### src/rtl/fpu_chk_pkg.sv
// Shared types, constants and IEEE-754 single-precision classifiers for the FPU result checker.
package fpu_chk_pkg;

  localparam int unsigned F32_W = 32;

  localparam logic [F32_W-1:0] F32_QNAN = 32'h7FC0_0000;
  localparam logic [F32_W-1:0] F32_PINF = 32'h7F80_0000;
  localparam logic [F32_W-1:0] KEY_BIAS = 32'h8000_0000;

  typedef enum logic [1:0] {
    IDLE  = 2'd0,
    RUN   = 2'd1,
    DRAIN = 2'd2,
    DONE  = 2'd3
  } chk_state_t;

  typedef struct packed {
    logic [F32_W-1:0] a;
    logic [F32_W-1:0] b;
    logic [F32_W-1:0] o;
    logic [F32_W-1:0] g;
  } chk_vec_t;

  function automatic logic is_nan(input logic [F32_W-1:0] x);
    return ((x & F32_PINF) == F32_PINF) && (x[22:0] != 23'd0);
  endfunction

  function automatic logic is_inf(input logic [F32_W-1:0] x);
    return x[30:0] == F32_PINF[30:0];
  endfunction

  function automatic logic is_zero(input logic [F32_W-1:0] x);
    return x[30:0] == 31'd0;
  endfunction

  // Sign-magnitude to monotonic unsigned key, so adjacent floats differ by one.
  function automatic logic [F32_W-1:0] f32_key(input logic [F32_W-1:0] x);
    return x[31] ? (KEY_BIAS - {1'b0, x[30:0]}) : (KEY_BIAS + {1'b0, x[30:0]});
  endfunction

endpackage

### src/rtl/fpu_ulp_compare.sv
// Combinational pass/fail classification of one unit output against its golden value.
module fpu_ulp_compare
  import fpu_chk_pkg::*;
#(
  parameter int unsigned ULP_TOL    = 0,
  parameter bit          ZERO_EQUIV = 1'b1,
  parameter bit          NAN_EQUIV  = 1'b1,
  parameter bit          INT_MODE   = 1'b0
) (
  input  logic [F32_W-1:0] i_o,
  input  logic [F32_W-1:0] i_g,
  output logic             o_pass_c,
  output logic [F32_W-1:0] o_diff_c,
  output logic             o_ulp_valid_c
);

  logic [F32_W-1:0] w_key_o;
  logic [F32_W-1:0] w_key_g;
  logic             w_eq;

  // Rules are evaluated in priority order; only the last one is a tolerance compare.
  always_comb begin
    o_pass_c      = 1'b0;
    o_ulp_valid_c = 1'b0;
    w_key_o       = f32_key(i_o);
    w_key_g       = f32_key(i_g);
    w_eq          = (i_o == i_g);
    o_diff_c      = (w_key_o >= w_key_g) ? (w_key_o - w_key_g) : (w_key_g - w_key_o);

    if (INT_MODE) begin
      o_pass_c = w_eq;
    end else if (is_nan(i_o) || is_nan(i_g)) begin
      o_pass_c = is_nan(i_o) && is_nan(i_g) && (NAN_EQUIV || w_eq);
    end else if (is_inf(i_o) || is_inf(i_g)) begin
      o_pass_c = w_eq;
    end else if (!ZERO_EQUIV && (is_zero(i_o) || is_zero(i_g))) begin
      o_pass_c = w_eq;
    end else begin
      o_ulp_valid_c = 1'b1;
      o_pass_c      = (o_diff_c <= F32_W'(ULP_TOL));
    end
  end

endmodule

### config.mk
export PLATFORM = sky130hd
export DESIGN_NAME = fpu_ulp_compare
export DESIGN_NICKNAME = d
export VERILOG_FILES = /design/src/rtl/fpu_chk_pkg.sv /design/src/rtl/fpu_ulp_compare.sv
export SDC_FILE = /design/constraint.sdc
export NUM_CORES = 1
export LEC_CHECK = 0
export ABC_CLOCK_PERIOD_IN_PS = 10900
export BUFFER_PORTS_ARGS = -buffer_cell sky130_fd_sc_hd__buf_2
export CAP_MARGIN = 20
export CORE_AREA = 5 5 118 120
export DETAILED_ROUTE_END_ITERATION = 8
export DIE_AREA = 0 0 123 125
export PLACE_DENSITY = 0.71
export SYNTH_ARGS = -nofsm -noshare
export SYNTH_HDL_FRONTEND = slang
export SYNTH_SLANG_ARGS = --single-unit
export TNS_END_PERCENT = 20
### constraint.sdc
create_clock -name vclk -period 10.9
set_input_delay 1.635 -clock vclk [all_inputs]
set_output_delay 1.635 -clock vclk [all_outputs]
set_load 0.02 [all_outputs]
==> impl_metrics.toml, run 1 <==
[layout]
diodes = 0
fin_nets = 1023
syn_to_final_growth_pct = 9.87
regArea_um2 = 0
clkbuf_count = 0
num-fill-cells = 1358
n_sequential_cell = 0
final_layout_size_suffix_gt1_share_pct = 13.5
finalCoreUtilization_pct = 47.5

[grt]
grt_antenna_before_repair = 0
grt_pass1_wl_um = 29100
overflow = 0
grt_max_degree = 34
grt_usage_pct = 22.4
grt_pass1_vias = 5764

[synthesis]
yosysTopAreaCellShare_pct = 14.6
ys_types = 70
synth_nets = 963
yosysTopAreaCell = "ha_1"
netlist_area_um2 = 5570
synth_sequential_area_ratio_pct = 0
synth_area_leaders = "ha_1 15%, xnor2_1 12%, xor2_1 8.7%"
syn_area_per_cell_um2 = 6.69
yosysWarnings = 0
syn_inst = 832

[placed_design]
port_buffers = 98
dp_hpwl_um = 15400
gp_congestion = 1.02

[clocking]
cts-resized-gates = 0
hold_buffers = 0
postCtsSetupBuffers = 0

[worst_setup_path]
cp_max_fo = 17
cp-start-kind = "input port"
endpoint_kind = "output pin"
crit_arrival_ns = 8.51
worstSetupPathType = "input port to output pin"
crit_required_ns = 9.27

[route]
vias = 6230
drc = 0
drt_wl_total_um = 17900
ant_nets = 0
drtPass1Iterations = 4
wl_per_cell_um = 16.8
drt_iter0_markers = 407
drt-vias-per-instance = 5.84

[floorplan]
start_util_pct = 43.2
die_w_um = 123
num_io_pins = 98
die_height_um = 125
coreArea_um2 = 12900
rows = 42
dieArea_um2 = 15400

[power_and_ir_drop]
p_leak_nw = 2.81
p_per_area_nw_per_um2 = 117
vdd_drop_max_v = 0.0000400

[worst_hold_path]
worstHoldPathCells = 5
hp-class = "input port to output pin"

[sta]
worst_pin_slew_ns = 0.927
min_period_over_period_pct = 93.1
fin_setup_tns_ns = 0
timing.fmax_mhz = 98.6
setup_viol = 0
maxSlewViolCount = 0
slew_headroom_pct = 36.6
finalHoldViolations = 0
finalCriticalPeriod_ns = 10.14
rsz0062_at_grt = "false"

[run]
maxCapViolCount = 0

[run_status]
status = "completed"
## layer usage
| metal | global-route usage, % | share of wire (%) |
|---|---|---|
| met1 | 34.5 | 48 |
| met4 | 4.89 | 2.5 |
| met3 | 1.54 | 6.7 |
| met2 | 33.7 | 43 |
| met5 | 0 | 0 |
## worst max-delay path, stage by stage
cell,delay (ns)
buf_2,0.12
inv_1,0.08
ha_1,0.15
nand2_1,0.06
or3_4,0.34
or4_1,0.44
or4_4,0.45
or2_4,0.27
nand2b_4,0.15
or4_4,0.49
o41ai_4,0.25
xor2_1,0.15
ha_1,0.50
nand2_1,0.19
nor4_2,0.48
nand2_1,0.09
o31a_1,0.30
and2_1,0.42
buf_4,0.29
o211ai_1,0.11
o31ai_2,0.11
xnor2_1,0.16
or4_1,0.52
nor4_1,0.38
a41o_1,0.21
buf_2,0.16
## kinds of logic (layout without fill, tap and decap cells)
group / Yosys count / count (layout) / share of synthesized area (%)
adders and majority gates: 67 / 67 / 15.3
and+or+nand+nor: 248 / 248 / 22.7
muxes: 18 / 18 / 3.26
xor gates and xnor gates: 129 / 129 / 20.3
buffers and inverters: 123 / 181 / 8.83
AOI/OAI and AO/OA: 247 / 247 / 29.6
## report_power, final
part / internal [mW] / switching [mW]
registers: 0 / 0
logic: 0.252 / 0.462
clock network: 0 / 0
total: 0.252 / 0.462
## stage by stage
stage / instance area, um2 / total power, mW / hold slack (ns) / std cells / worst slack (ns)
CTS: 6120 / 0.705 / 3.92 / 1066 / 0.786
global placement: 6120 / 0.702 / 3.89 / 1066 / 0.896
detailed placement: 6120 / 0.703 / 3.91 / 1066 / 0.812
floorplan: 5570 / 0.500 / 3.52 / 832 / 1.75
finish: 6120 / 0.715 / 3.93 / 1066 / 0.757
global route: 6120 / 0.775 / 3.97 / 1066 / 0.310
## layout by cell type (no fill, tap or decap), types with 14 or more instances in the layout
cell type	count
buf_2	98
inv_1	78
ha_1	65
a21oi_1	79
xor2_1	55
mux2i_1	17
o21ai_0	46
nand3_1	19
nand2_1	75
nor2_1	51
nor3_1	14
xnor2_1	74
o31ai_1	15
nand4_1	24
a21o_1	22
## final timing paths
check,startpoint,endpoint,slack [ns]
setup / recovery,i_g[0],o_pass_c,0.76
hold / removal,i_o[29],o_ulp_valid_c,3.93
## cell usage after synthesis (14+ instances only)
cell type,n
a21oi_1,79
inv_1,78
nand2_1,75
xnor2_1,74
ha_1,65
xor2_1,55
nor2_1,51
o21ai_0,46
clkbuf_1,24
nand4_1,24
a21o_1,22
nand3_1,19
buf_2,18
mux2i_1,17
o31ai_1,15
nor3_1,14
## cell type report
| cell class | instances | area (um2) | share of cell area, % |
|---|---|---|---|
| Tap cell | 176 | 220 | 3.60 |
| Inverter | 78 | 293 | 4.79 |
| Multi-Input combinational cell | 709 | 5070 | 83.0 |
| Timing Repair Buffer | 103 | 528 | 8.63 |
(Power assumes the default switching activity.)
==> run 2: changes to the inputs <==
--- a/config.mk
+++ b/config.mk
@@ -11,6 +11,7 @@
 export CORE_AREA = 5 5 118 120
 export DETAILED_ROUTE_END_ITERATION = 8
 export DIE_AREA = 0 0 123 125
+export MAX_ROUTING_LAYER = met4
 export PLACE_DENSITY = 0.71
 export SYNTH_ARGS = -nofsm -noshare
 export SYNTH_HDL_FRONTEND = slang
==> run 2 against run 1 <==
Effect of this change: wire length is 0.24% higher; design area shrank 0.12%; critical path depth unchanged; worst hold slack better by 0.0097 ns; non-clock buffer count fell by 1; clock-buffer cell count stayed put; first-iteration DRC count grew 1.2%; core utilization fell by 0.058 points; fmax about the same; setup slack improved by 0.0027 ns; critical endpoint unchanged; highest routed layer unchanged.
==> impl_metrics.toml, run 2 (synthesis results as in run 1) <==
[worst_setup_path]
endpoint_kind = "output pin"
crit_arrival_ns = 8.51
cpPeakStageDelay_ns = 0.52
slowest_stage = "or4_1"
crit_required_ns = 9.27
worstSetupPathType = "input port to output pin"
cp-start-kind = "input port"
crit_family = "simple AND/OR/NAND/NOR gates"
path_buf_inv = 4
critPathMostFrequentCell = "nand2_1"
cp_max_fo = 18

[sta]
worst_pin_slew_ns = 0.810
finalCriticalPeriod_ns = 10.14
setup_viol = 0
finalHoldViolations = 0
maxSlewViolCount = 0
min_period_over_period_pct = 93.0
timing.fmax_mhz = 98.6
slew_headroom_pct = 44.6
rsz0062_at_grt = "false"
fin_setup_tns_ns = 0

[route]
ant_nets = 0
drc = 0
wl_per_cell_um = 16.8
drtPass1Iterations = 5
vias = 6188
drt-vias-per-instance = 5.81
drt_iter0_markers = 412
drt_wl_total_um = 17900

[clocking]
postCtsSetupBuffers = 0
cts-resized-gates = 0
hold_buffers = 0

[floorplan]
num_io_pins = 98
coreArea_um2 = 12900
start_util_pct = 43.2
die_height_um = 125
rows = 42
dieArea_um2 = 15400
die_w_um = 123

[layout]
final_layout_size_suffix_gt1_share_pct = 13.4
clkbuf_count = 0
mostFrequentLayoutCell = "buf_2"
regArea_um2 = 0
diodes = 0
finalNonFillerCells = 1065
num-fill-cells = 1362
syn_to_final_growth_pct = 9.73
fin_nets = 1022
n_sequential_cell = 0
finalCoreUtilization_pct = 47.4
final_cell_mix = "98 x buf_2, 79 x a21oi_1, 78 x inv_1"

[power_and_ir_drop]
vdd_drop_max_v = 0.0000410
p_per_area_nw_per_um2 = 117
p_leak_nw = 2.81

[worst_hold_path]
hold_end = "o_diff_c[0]"
hp-class = "input port to output pin"
worstHoldStart = "i_g[0]"
worstHoldPathCells = 4

[grt]
grt_pass1_wl_um = 28600
grt_max_degree = 34
grt_antenna_before_repair = 0
overflow = 0
grt_pass1_vias = 5622
grt_usage_pct = 22.9

[placed_design]
placed_cells = 1065
port_buffers = 98
dp_hpwl_um = 15300
gp_congestion = 1.03

[run_status]
status = "completed"

[run]
maxCapViolCount = 0
-- run 2: worst max-delay path by stage --
| stage | to | slack [ns] | depth (start not counted) | start |
|---|---|---|---|---|
| 3_3_place_gp | o_pass_c | 0.90 | 25 | i_g[0] |
| 3_5_place_dp | o_pass_c | 0.80 | 26 | i_g[0] |
| 4_1_cts | o_pass_c | 0.79 | 26 | i_g[0] |
| 5_1_grt | o_pass_c | 0.43 | 26 | i_g[0] |
| 6_report | o_pass_c | 0.76 | 26 | i_g[0] |
| 2_1_floorplan | o_pass_c | 1.75 | 26 | i_g[0] |
-- run 2: stage by stage --
stage	power (mW)	cell area [um2]	setup WS [ns]	hold slack, ns
after global placement	0.700	6110	0.903	3.89
after floorplan	0.500	5570	1.75	3.52
after CTS	0.703	6110	0.794	3.91
after detailed placement	0.701	6110	0.803	3.90
after global routing	0.775	6110	0.435	3.95
final	0.713	6110	0.759	3.94
-- run 2: report_power, final --
group	switching, mW	internal, mW	total [mW]
Combinational	0.462	0.252	0.713
Clock	0	0	0
Sequential	0	0	0
Total	0.462	0.252	0.713
-- run 2: worst min-delay path, stage by stage --
cell   delay [ns]
buf_2        0.11
ha_1         0.32
inv_1        0.07
buf_2        0.16
-- run 2: layer usage --
layer / GRT usage, % / share of wire (%) / vias up
li1: - / - / 3069
met1: 34.9 / 47 / 2801
met2: 33.4 / 42 / 290
met3: 1.22 / 7.9 / 28
met4: 4.36 / 2.4 / 0
met5: - / 0 / -
-- run 2: final cells by class --
class	instances	area, um2	share of cell area, %
inverter	78	293	4.79
multi-input combinational	709	5070	83.1
timing repair buffer	102	520	8.52
tap	176	220	3.61
